**config.mk**
```make
export PLATFORM = sky130hd
export DESIGN_NAME = uart_rx_frame_flat
export DESIGN_NICKNAME = d
export VERILOG_FILES = /design/src/rtl/uart_pkg.sv /design/src/rtl/uart_rx_frame_if.sv /design/src/rtl/uart_sync.sv /design/src/rtl/uart_rx_frame.sv /design/src/flat_wrapper.sv
export SDC_FILE = /design/constraint.sdc
export NUM_CORES = 1
export LEC_CHECK = 0
export CAP_MARGIN = 20
export CELL_PAD_IN_SITES_DETAIL_PLACEMENT = 1
export CELL_PAD_IN_SITES_GLOBAL_PLACEMENT = 2
export CORE_AREA = 4 4 70 79
export CTS_BUF_LIST = sky130_fd_sc_hd__clkbuf_8
export CTS_CLUSTER_DIAMETER = 100
export DETAILED_ROUTE_END_ITERATION = 8
export DIE_AREA = 0 0 74 83
export GPL_ROUTABILITY_DRIVEN = 0
export PLACE_DENSITY = 0.84
export SLEW_MARGIN = 20
export SYNTH_ARGS = -nofsm -noshare
export SYNTH_HDL_FRONTEND = slang
export SYNTH_SLANG_ARGS = --single-unit
```
**constraint.sdc**
```tcl
create_clock -name ref_clk -period 1.2 [get_ports ref_clk]
set_input_delay 0.36 -clock ref_clk [delete_from_list [all_inputs] [get_ports ref_clk]]
set_output_delay 0.36 -clock ref_clk [all_outputs]
set_load 0.02 [all_outputs]
```
**src/rtl/uart_pkg.sv**
```systemverilog
// Shared constants, state encoding and parity helper for the UART receive path.
package uart_pkg;

    localparam int BAUD_START  = 1;
    localparam int BAUD_DATA   = 8;
    localparam int BAUD_PARITY = 1;
    localparam int BAUD_STOP   = 2;
    localparam int FRAME_BAUDS = BAUD_START + BAUD_DATA + BAUD_PARITY + BAUD_STOP;

    // Tick-count values at which the deframer changes phase.
    localparam logic [3:0] DATA_LAST_TICK  = 4'(BAUD_START + BAUD_DATA - 1);
    localparam logic [3:0] FRAME_LAST_TICK = 4'(FRAME_BAUDS - 1);

    typedef logic [2:0] state_t;

    localparam state_t IDLE   = 3'd0;
    localparam state_t DATA   = 3'd1;
    localparam state_t PARITY = 3'd2;
    localparam state_t STOP1  = 3'd3;
    localparam state_t STOP2  = 3'd4;
    localparam state_t DONE   = 3'd5;

    function automatic logic calc_parity(input logic [7:0] data, input logic odd);
        return (^data) ^ odd;
    endfunction

endpackage

```
**src/rtl/uart_rx_frame_if.sv**
```systemverilog
// Byte-side bundle of the UART deframer: serial input, baud pulse, holding-register handshake.
interface uart_rx_frame_if;
    import uart_pkg::*;

    logic       rx;
    logic       baud_tick;
    logic [7:0] rx_data;
    logic       rx_valid;
    logic       rx_ready;
    logic       parity_err;
    logic       frame_err;
    logic       overrun;
    logic       busy;
    state_t     fsm_state;

    // rx_valid/rx_ready: a byte transfers on every cycle where both are high; while
    // rx_valid is high, rx_data and the error flags hold steady, and rx_valid never drops
    // without a transfer.
    modport slave (
        input  rx, baud_tick, rx_ready,
        output rx_data, rx_valid, parity_err, frame_err, overrun, busy, fsm_state
    );

    modport master (
        output rx, baud_tick, rx_ready,
        input  rx_data, rx_valid, parity_err, frame_err, overrun, busy, fsm_state
    );

endinterface

```
**src/rtl/uart_sync.sv**
```systemverilog
// Flop-chain synchroniser for asynchronous Rx-side inputs; resets to the idle-high level.
module uart_sync #(
    parameter int STAGES = 2
) (
    input  logic ref_clk,
    input  logic reset,
    input  logic d,
    output logic q
);

    logic [STAGES-1:0] chain;

    always_ff @(posedge ref_clk) begin
        if (reset) begin
            chain <= '1;
        end else begin
            chain <= {chain[STAGES-2:0], d};
        end
    end

    assign q = chain[STAGES-1];

endmodule

```
**src/rtl/uart_rx_frame.sv**
```systemverilog
// UART receive deframer: samples 12 bit-centre ticks per frame, checks start/parity/stop,
// and hands the byte plus error flags to the packet layer through a one-entry holding register.
module uart_rx_frame
    import uart_pkg::*;
#(
    parameter bit PARITY_ODD  = 1'b0,
    parameter int SYNC_STAGES = 2
) (
    input logic            ref_clk,
    input logic            reset,
    uart_rx_frame_if.slave bus
);

    logic       rx_s;
    state_t     state;
    logic [3:0] tick_cnt;
    logic [7:0] shift_reg;
    logic       start_bit;
    logic       par_bit;
    logic       stop1_bit;
    logic       stop2_bit;

    logic [7:0] data_q;
    logic       valid_q;
    logic       parity_err_q;
    logic       frame_err_q;
    logic       overrun_q;
    logic       can_load;

    uart_sync #(.STAGES(SYNC_STAGES)) u_sync (
        .ref_clk (ref_clk),
        .reset   (reset),
        .d       (bus.rx),
        .q       (rx_s)
    );

    // The tick counter free-runs on baud ticks so a bad start bit never breaks alignment.
    always_ff @(posedge ref_clk) begin
        if (reset) begin
            tick_cnt  <= 4'd0;
            state     <= IDLE;
            shift_reg <= 8'd0;
            start_bit <= 1'b0;
            par_bit   <= 1'b0;
            stop1_bit <= 1'b0;
            stop2_bit <= 1'b0;
        end else begin
            if (bus.baud_tick) begin
                tick_cnt <= (tick_cnt == FRAME_LAST_TICK) ? 4'd0 : tick_cnt + 4'd1;
            end
            case (state)
                IDLE: begin
                    if (bus.baud_tick) begin
                        start_bit <= rx_s;
                        state     <= DATA;
                    end
                end
                DATA: begin
                    if (bus.baud_tick) begin
                        shift_reg <= {rx_s, shift_reg[7:1]};
                        if (tick_cnt == DATA_LAST_TICK) begin
                            state <= PARITY;
                        end
                    end
                end
                PARITY: begin
                    if (bus.baud_tick) begin
                        par_bit <= rx_s;
                        state   <= STOP1;
                    end
                end
                STOP1: begin
                    if (bus.baud_tick) begin
                        stop1_bit <= rx_s;
                        state     <= STOP2;
                    end
                end
                STOP2: begin
                    if (bus.baud_tick) begin
                        stop2_bit <= rx_s;
                        state     <= DONE;
                    end
                end
                DONE:    state <= IDLE;
                default: state <= IDLE;
            endcase
        end
    end

    // A full register that is being drained in the DONE cycle still accepts the new frame.
    assign can_load = !valid_q || bus.rx_ready;

    always_ff @(posedge ref_clk) begin
        if (reset) begin
            data_q       <= 8'd0;
            valid_q      <= 1'b0;
            parity_err_q <= 1'b0;
            frame_err_q  <= 1'b0;
            overrun_q    <= 1'b0;
        end else if (state == DONE) begin
            if (can_load) begin
                data_q       <= shift_reg;
                valid_q      <= 1'b1;
                parity_err_q <= par_bit != calc_parity(shift_reg, PARITY_ODD);
                frame_err_q  <= start_bit | ~stop1_bit | ~stop2_bit;
                overrun_q    <= 1'b0;
            end else begin
                overrun_q <= 1'b1;
            end
        end else if (valid_q && bus.rx_ready) begin
            valid_q   <= 1'b0;
            overrun_q <= 1'b0;
        end
    end

    assign bus.rx_data    = data_q;
    assign bus.rx_valid   = valid_q;
    assign bus.parity_err = parity_err_q;
    assign bus.frame_err  = frame_err_q;
    assign bus.overrun    = overrun_q;
    assign bus.busy       = (state == DATA) || (state == PARITY) ||
                            (state == STOP1) || (state == STOP2);
    assign bus.fsm_state  = state;

endmodule

```
**src/flat_wrapper.sv**
```systemverilog
// flat-port wrapper written by rule: the top's interface ports become plain ports
module uart_rx_frame_flat import uart_pkg::*;
#(
    parameter bit PARITY_ODD  = 1'b0,
    parameter int SYNC_STAGES = 2
)
  (ref_clk, reset, bus_rx, bus_baud_tick, bus_rx_ready, bus_rx_data, bus_rx_valid, bus_parity_err, bus_frame_err, bus_overrun, bus_busy, bus_fsm_state);
  uart_rx_frame_if bus_i ();
  input logic ref_clk;
  input logic reset;
  input wire logic [$bits(bus_i.rx)-1:0] bus_rx;
  input wire logic [$bits(bus_i.baud_tick)-1:0] bus_baud_tick;
  input wire logic [$bits(bus_i.rx_ready)-1:0] bus_rx_ready;
  output wire logic [$bits(bus_i.rx_data)-1:0] bus_rx_data;
  output wire logic [$bits(bus_i.rx_valid)-1:0] bus_rx_valid;
  output wire logic [$bits(bus_i.parity_err)-1:0] bus_parity_err;
  output wire logic [$bits(bus_i.frame_err)-1:0] bus_frame_err;
  output wire logic [$bits(bus_i.overrun)-1:0] bus_overrun;
  output wire logic [$bits(bus_i.busy)-1:0] bus_busy;
  output wire logic [$bits(bus_i.fsm_state)-1:0] bus_fsm_state;
  assign bus_i.rx = bus_rx;
  assign bus_i.baud_tick = bus_baud_tick;
  assign bus_i.rx_ready = bus_rx_ready;
  assign bus_rx_data = bus_i.rx_data;
  assign bus_rx_valid = bus_i.rx_valid;
  assign bus_parity_err = bus_i.parity_err;
  assign bus_frame_err = bus_i.frame_err;
  assign bus_overrun = bus_i.overrun;
  assign bus_busy = bus_i.busy;
  assign bus_fsm_state = bus_i.fsm_state;
  uart_rx_frame #(.PARITY_ODD(PARITY_ODD), .SYNC_STAGES(SYNC_STAGES)) u_core (.ref_clk(ref_clk), .reset(reset), .bus(bus_i));
endmodule
```
### Word level (Yosys, flattened, before mapping)

Index checks and enable logic that the tools add are counted.

* register bits: 33
* bits in latches: 0
* bits in writable memories: 0
* bits in read-only memories: 0
* input port bits: 5
* output and inout port bits: 16
* logic and storage cells: 63
* memories kept: 0

* $add $sub $neg: 1
* $mul: 0
* divide/modulo/power cells: 0
* magnitude comparators: 0
* eq/ne operators: 15
* shift operators: 0
* multiplexer cells: 13
* bitwise gates (word level): 4
* reductions and logical operators: 17

Operators by type and width (count)
* 3-bit two-way mux: 6
* 3-bit one-hot mux with 5 select lines: 1
* 2-bit AND reduction: 7
* 2-bit inequality test, second input constant: 5
* 4-bit == test, second input constant: 2
* 8-bit parity: 1
* 3-bit by 2-bit == test with 1-bit output, second input constant: 2
* 3-bit == test, second input constant: 2
* 6-bit AND reduction: 1
* 1-bit two-way mux: 5
* 4-bit by 1-bit adder with 4-bit output, second input constant: 1
* 1-bit logical OR: 4
* 4-bit two-way mux: 1
* 2-bit by 1-bit inequality test with 1-bit output, second input constant: 2
* 3-bit by 1-bit == test with 1-bit output, second input constant: 1
* 3-bit zero test: 1
* 1-bit inverter: 2
* 1-bit bitwise OR: 2
* 2-bit nonzero test: 1
* 1-bit logical AND: 1
* 1-bit zero test: 1
* 1-bit inequality test: 1

### Longest topological paths before layout

Gate-level depths: netlist of run 1.

* word-level depth: 4
* depth in mapped cells: 6
* mapped depth without buffers: 6

### Hierarchy

From an unflattened synthesis of run 1, not the netlist that was laid out.

* cell total of the unflattened synthesis: 145
* area total of the unflattened synthesis: 1421.4 µm²

Modules (own cells, without submodules)
* uart_rx_frame: times used 1, cells an instance 141, area each 1368.8 µm², sequential area each 620.6 µm²
* uart_sync: times used 1, cells an instance 4, area each 52.6 µm², sequential area each 40.0 µm²

### Worst setup path after synthesis of run 1

No wires, ideal clock.

* path kind: flip-flop to output port
* from: register u_core.state[0] (netlist: u_core.bus.fsm_state[0])
* to: output port bus_busy
* arrival: 1112 ps
* data required time: 840 ps
* slack: -272 ps
* stages on the path, launching flop included: 4
* path buffers: 1
* cells stage by stage: dfxtp_1 -> buf_2 -> nor2_2 -> xnor2_1

* word-level cells in the longest chain between the ends: 4
* elaborated cells on any way between the ends: 7
* classes of those cells: eq/ne (4); reduce/logical (3)

Ends and longest elaborated chain
* from (decl): RTL line uart_rx_frame.sv:15 `state_t state;`
* from (signal assigned): RTL line uart_rx_frame.sv:41 `state <= IDLE;`
* from (signal assigned): RTL line uart_rx_frame.sv:55 `state <= DATA;`
* from (signal assigned): RTL line uart_rx_frame.sv:62 `state <= PARITY;`
* 3-bit by 1-bit == test with 1-bit output or 3-bit by 2-bit == test with 1-bit output (tied branches): RTL line uart_rx_frame.sv:121 `assign bus.busy = (state == DATA) || (state == PARITY) ||`
* 1-bit logical OR (2 in series): RTL line uart_rx_frame.sv:121
* 1-bit logical OR (*): RTL line uart_rx_frame.sv:122 `(state == STOP1) || (state == STOP2);`
* to (decl): RTL line flat_wrapper.sv:19 `output wire logic [$bits(bus_i.busy)-1:0] bus_busy;`

Mark *: on every way between the ends. The rest lies on a longest branch, timed or not.

### Worst setup path in the final report of run 1

* from: register u_core.state[1] (netlist: u_core.bus.fsm_state[1])
* to: output port bus_busy

Same word-level chain as after synthesis.

==> results of run 1 <==
[power groups by stage]
stage                     sequential, W  clock (W)  combinational (W)
after floorplan                 0.00115          0          0.0000945
after global placement          0.00115          0           0.000153
after detailed placement        0.00115          0           0.000162
after CTS                       0.00113    0.00110           0.000183
after global routing            0.00113    0.00116           0.000216
final                           0.00113    0.00106           0.000200
[what timing repair did]
item	in CTS	in global routing
setup endpoints to repair	41	35
gates resized for setup	87	27
gates cloned	1	1
pin swaps	8	9
buffers inserted	7	9
[worst reg2reg max path, delay by kind of cell, from the launching register on]
family / cells / cell delay, ps
and+or+nand+nor: 3 / 390
DFF: 1 / 360
buffers and inverters: 2 / 260
muxes: 1 / 220
[final cells by class]
| type | instances | area, um2 |
|---|---|---|
| clock buffers | 6 | 82.6 |
| clock inverters | 2 | 33.8 |
| fillers | 560 | 2650 |
| inverters | 4 | 17.5 |
| multi-input cells | 101 | 808 |
| flip-flops and latches | 33 | 681 |
| well taps | 58 | 72.6 |
| repair buffers | 58 | 483 |
[layer usage]
layer,GRT usage [%],wire length [um]
met5,0,0
met4,7.41,123
met1,13.1,1490
met2,23.3,2140
met3,4.12,133
[cells by family after synthesis]
| group | Yosys count | synth area share [%] |
|---|---|---|
| simple gates | 56 | 21.3 |
| flops | 33 | 46.4 |
| mux | 20 | 14.0 |
| compound gates | 14 | 5.88 |
| buf+inv | 13 | 4.74 |
| xor+xnor | 8 | 5.88 |
| fa+ha+maj | 2 | 1.76 |
[through the flow]
stage | setup TNS, ps | utilization [%]
after global routing | -3620 | 45.1
after CTS | -2790 | 41.7
after global placement | -14430 | 38.1
final | -2370 | 45.1
after detailed placement | -15720 | 38.1
after floorplan | -964 | -
[placed cells by master (no fill, tap or decap), types with 3 or more instances in the layout]
| cell | Yosys | final |
|---|---|---|
| clkbuf_8 | 0 | 6 |
| inv_1 | 4 | 3 |
| a21oi_1 | 6 | 4 |
| buf_4 | 0 | 36 |
| xnor2_2 | 0 | 3 |
| nand2_1 | 9 | 9 |
| buf_6 | 2 | 6 |
| buf_2 | 3 | 9 |
| dfxtp_1 | 33 | 25 |
| nor2_1 | 22 | 22 |
| mux2i_1 | 20 | 19 |
| dfxtp_4 | 0 | 4 |
| dfxtp_2 | 0 | 4 |
[final timing paths]
kind                      startpoint                      to
min                     bus_rx_ready      u_core.bus.overrun
min reg2reg   u_core.u_sync.chain[0]  u_core.u_sync.chain[1]
max          u_core.bus.fsm_state[1]                bus_busy
max reg2reg  u_core.bus.fsm_state[2]     u_core.shift_reg[1]
==> flow_metrics.tcl, run 1 <==
set metrics [dict create \
    syn_area_um2 1430 \
    synth.area.top_cells "dfxtp_1, mux2i_1, nor2_1" \
    grt-ovfl-total 0 \
    cp_max_fo 3 \
    p_leak_nw 0.933 \
    viasPerCell 4.71 \
    grtUsageTotal_pct 13.2 \
    clockBufferDepth 2 \
    synth_edf_count 0 \
    whs_path_depth 2 \
    hp-class "primary input to register" \
    route.vias.total 1233 \
    internal_power_w 0.00188 \
    grt_pass1_vias 1304 \
    clkPwrFrac_pct 44.5 \
    async_flop_share_pct 0 \
    rsz0062_at_grt "true" \
    cts_tree "yes" \
    worst_pin_slew_ps 232 \
    p_sw_w 0.000508 \
    r2r_cells 6 \
    yosysSeqAreaShare_pct 46.4 \
    setup_violations 23 \
    slew_headroom_pct 84.4 \
    drv_slew 0 \
    io_buffers 20 \
    syn_nets 153 \
    yosysTopAreaCell "dfxtp_1" \
    crit_family "flip-flops" \
    ant_nets 0 \
    grt_max_degree 12 \
    synthTopCellsByCount "dfxtp_1, nor2_1, mux2i_1, nand2_1, a21oi_1" \
    hold_buffers 0 \
    start_kind "register" \
    crit_buf_inv 1 \
    violations "negative setup slack" \
    layout_setup_ws_ps -181 \
    cp_slowest_cell "dfxtp_4" \
    rows 27 \
    synthCells 146 \
    combinationalPowerShare_pct 8.4 \
    drt_iter0_drc 32 \
    avgSynthCellArea_um2 9.76 \
    drc 0 \
    yosys.area.top_type_share_pct 46.4 \
    outcome "complete, but fails checks" \
    yosysMostFrequentCell "dfxtp_1" \
    cp.depth 3 \
    grt_antenna_before_repair 0 \
    diodes 0 \
    drv_cap 0 \
    ff2ff_setup_slack_ps -140 \
    grt_pass1_wl_mm 6.16 \
    clock-sinks 33 \
    dp_hpwl_mm 2.51 \
    place_inst 238 \
    place_area_um2 1840 \
    final_cell_area_um2 2180 \
    start_util_pct 29.5 \
    first_pass_iters 3 \
    io_pins 21 \
    max_freq_mhz 724 \
    synth_warnings 0 \
    nets 210 \
    instances_no_fill 262 \
    power.total_w 0.00239 \
    crit_path_end_kind "output port" \
    synthToLayoutAreaGrowth_pct 52.9 \
    hold_violations 0 \
    synthFlopType "dfxtp_1" \
    arrival_ps 1020 \
    ys_seq_elements 33 \
    swShare_pct 21.3 \
    crit_path_max_incr_delay_ps 360 \
    max-vdd-ir-drop_mv 0.604 \
    power_density_nw_per_um2 1100 \
    finalCriticalPeriod_ps 1380 \
    ys_types 33 \
    fin_skew_ps 6.22 \
    avgRoutedWirePerCell_um 14.8 \
    finalCritPeriodShare_pct 115 \
    die_h_um 83 \
    drive_gt1_share_pct 45.6 \
    die_w_um 74 \
    clock_latency_ps 290 \
    die_area_um2 6140 \
    path_clk_slew_ps 70 \
    path_cells "nor2_4 > xnor2_2 > buf_4" \
    cts_made_buffers 5 \
    drt_wl_total_mm 3.89 \
    hold_slack_ps 398 \
    h-tree-depth 2 \
    core_area_um2 4830 \
    ctsRootBufferMaster "clkbuf_8" \
    worstSetupPathType "register to output port" \
    pwr-share-seq_pct 47.1 \
    required_ps 840 \
    place_ws_ps -586 \
]
Note: power is estimated with default switching activity, not from simulation.
==> inputs of run 2 (changes only) <==
ABC_AREA = 1   (was not set)
CORE_AREA = 4 4 73 81   (was 4 4 70 79)
DIE_AREA = 0 0 77 85   (was 0 0 74 83)
PLACE_DENSITY = 0.86   (was 0.84)
==> flow_metrics.tcl, run 2 <==
set metrics [dict create \
    outcome "complete, but fails checks" \
    violations "negative setup slack" \
    ctsRootBufferMaster "clkbuf_8" \
    yosysTopAreaCell "dfxtp_1" \
    cp_max_fo 4 \
    synth_warnings 0 \
    syn_nets 197 \
    nFillCells 610 \
    path_cells "inv_1 > nor3_2 > nor2_2 > nand3_2 > buf_6" \
    multiInputGateArea_um2 726 \
    p_leak_nw 0.995 \
    avgRoutedWirePerCell_um 13.9 \
    hold_violations 0 \
    crit_path_max_incr_delay_ps 370 \
    h-tree-depth 2 \
    instances_no_fill 310 \
    max-vdd-ir-drop_mv 0.406 \
    place_ws_ps -634 \
    p_sw_w 0.000722 \
    async_flop_share_pct 0 \
    seq_area_um2 673 \
    drt_iter0_drc 49 \
    drt_wl_total_mm 4.30 \
    synthFlopType "dfxtp_1" \
    grtUsageTotal_pct 12.6 \
    synthTopCellsByCount "dfxtp_1, inv_1, nor2_1, a21oi_1, nand2_1" \
    internal_power_w 0.00177 \
    clock-sinks 33 \
    synthCells 190 \
    slew_headroom_pct 84.6 \
    core_area_um2 5030 \
    synth.area.top_cells "dfxtp_1, a21oi_1, inv_1" \
    viasPerCell 4.71 \
    required_ps 840 \
    clock_latency_ps 290 \
    cts_made_buffers 5 \
    grt_antenna_before_repair 0 \
    hp-class "register to register" \
    yosysSeqAreaShare_pct 45.9 \
    swShare_pct 29.0 \
    start_kind "register" \
    rows 27 \
    grt_max_degree 16 \
    grt_pass1_wl_mm 6.63 \
    place_inst 296 \
    io_buffers 20 \
    grt-ovfl-total 0 \
    arrival_ps 1220 \
    io_pins 21 \
    max_freq_mhz 632 \
    start_util_pct 28.6 \
    clkPwrFrac_pct 31.8 \
    die_h_um 85 \
    finalCritPeriodShare_pct 132 \
    route.vias.total 1459 \
    worstSetupPathType "register to output port" \
    fin_skew_ps 3.45 \
    avgSynthCellArea_um2 7.58 \
    rsz0062_at_grt "true" \
    pwr-share-seq_pct 47.5 \
    mostFrequentLayoutCells "buf_4, dfxtp_1, inv_1, nand2_1, a21oi_1" \
    path_clk_slew_ps 70 \
    synth_edf_count 0 \
    power_density_nw_per_um2 1150 \
    drive_gt1_share_pct 40.1 \
    ys_seq_elements 33 \
    syn_area_um2 1440 \
    hold_slack_ps 420 \
    layout_setup_ws_ps -383 \
    synthToLayoutAreaGrowth_pct 50.7 \
    yosysMostFrequentCell "dfxtp_1" \
    setup_violations 27 \
    ant_nets 0 \
    grt_pass1_vias 1497 \
    drc 0 \
    fin_util_pct 43.1 \
    die_w_um 77 \
    nets 258 \
    first_pass_iters 4 \
    yosys.area.top_type_share_pct 45.9 \
    dp_hpwl_mm 2.97 \
    finalCriticalPeriod_ps 1580 \
    drv_slew 0 \
    tns_ps -5060 \
    ys_types 27 \
    drv_cap 0 \
    combinationalPowerShare_pct 20.7 \
    crit_path_end_kind "output port" \
    diodes 0 \
    clockBufferDepth 2 \
    cts_tree "yes" \
    worst_pin_slew_ps 231 \
    die_area_um2 6550 \
    cp_slowest_cell "dfxtp_4" \
]
[run 2: what timing repair did]
item	CTS	global route
pin swaps	6	10
setup endpoints to repair	42	31
gates cloned	0	1
setup buffers	10	4
gates resized for setup	95	35
hold buffers	0	0
[run 2: kinds of logic after synthesis]
family / count (synthesis) / share of synthesized area, %
simple gates: 69 / 22.1
xor+xnor: 4 / 2.43
flops: 33 / 45.9
buf+inv: 33 / 9.82
fa+ha+maj: 2 / 1.74
compound gates: 49 / 18.1
[run 2: through the flow]
| stage | instance area (um2) | total power, W |
|---|---|---|
| after floorplan | 1460 | 0.00145 |
| after global placement | 1960 | 0.00164 |
| after detailed placement | 1960 | 0.00165 |
| after CTS | 2070 | 0.00249 |
| after global routing | 2170 | 0.00264 |
| final | 2170 | 0.00249 |
[run 2: metal layers]
layer,vias to the layer above,wire (um),global-route usage (%)
met5,-,0,0
met1,698,1750,13.9
li1,740,-,-
met4,0,75,4.37
met2,14,2360,23.4
met3,7,119,3.29
[run 2: area by class of cell]
class,instances,share of cell area [%]
Multi-Input combinational cell,124,33.4
Clock inverter,3,0.519
Sequential cell,33,31.0
Timing Repair Buffer,60,23.7
Tap cell,58,3.34
Inverter,27,4.79
Clock buffer,5,3.17
[run 2: path summary, 6_finish.rpt]
check | from | end | depth (start not counted) | slack, ps
hold / removal | u_core.u_sync.chain[0] | u_core.u_sync.chain[1] | 1 | 420
hold reg to reg | u_core.u_sync.chain[0] | u_core.u_sync.chain[1] | 1 | 420
setup / recovery | u_core.bus.fsm_state[2] | bus_busy | 5 | -380
setup reg to reg | u_core.bus.fsm_state[1] | u_core.bus.parity_err | 10 | -320
[run 2: worst max-delay path: cells and delay by family (launching register included)]
family        cells  cell delay (ps)
flops             1              370
simple gates      3              300
buf+inv           2              270
[run 2: power groups by stage]
stage	Combinational, W	Clock [W]	Sequential (W)
global placement	0.000431	0	0.00121
floorplan	0.000228	0	0.00122
finish	0.000515	0.000794	0.00119
global route	0.000576	0.000875	0.00119
CTS	0.000485	0.000815	0.00118
detailed placement	0.000444	0	0.00121
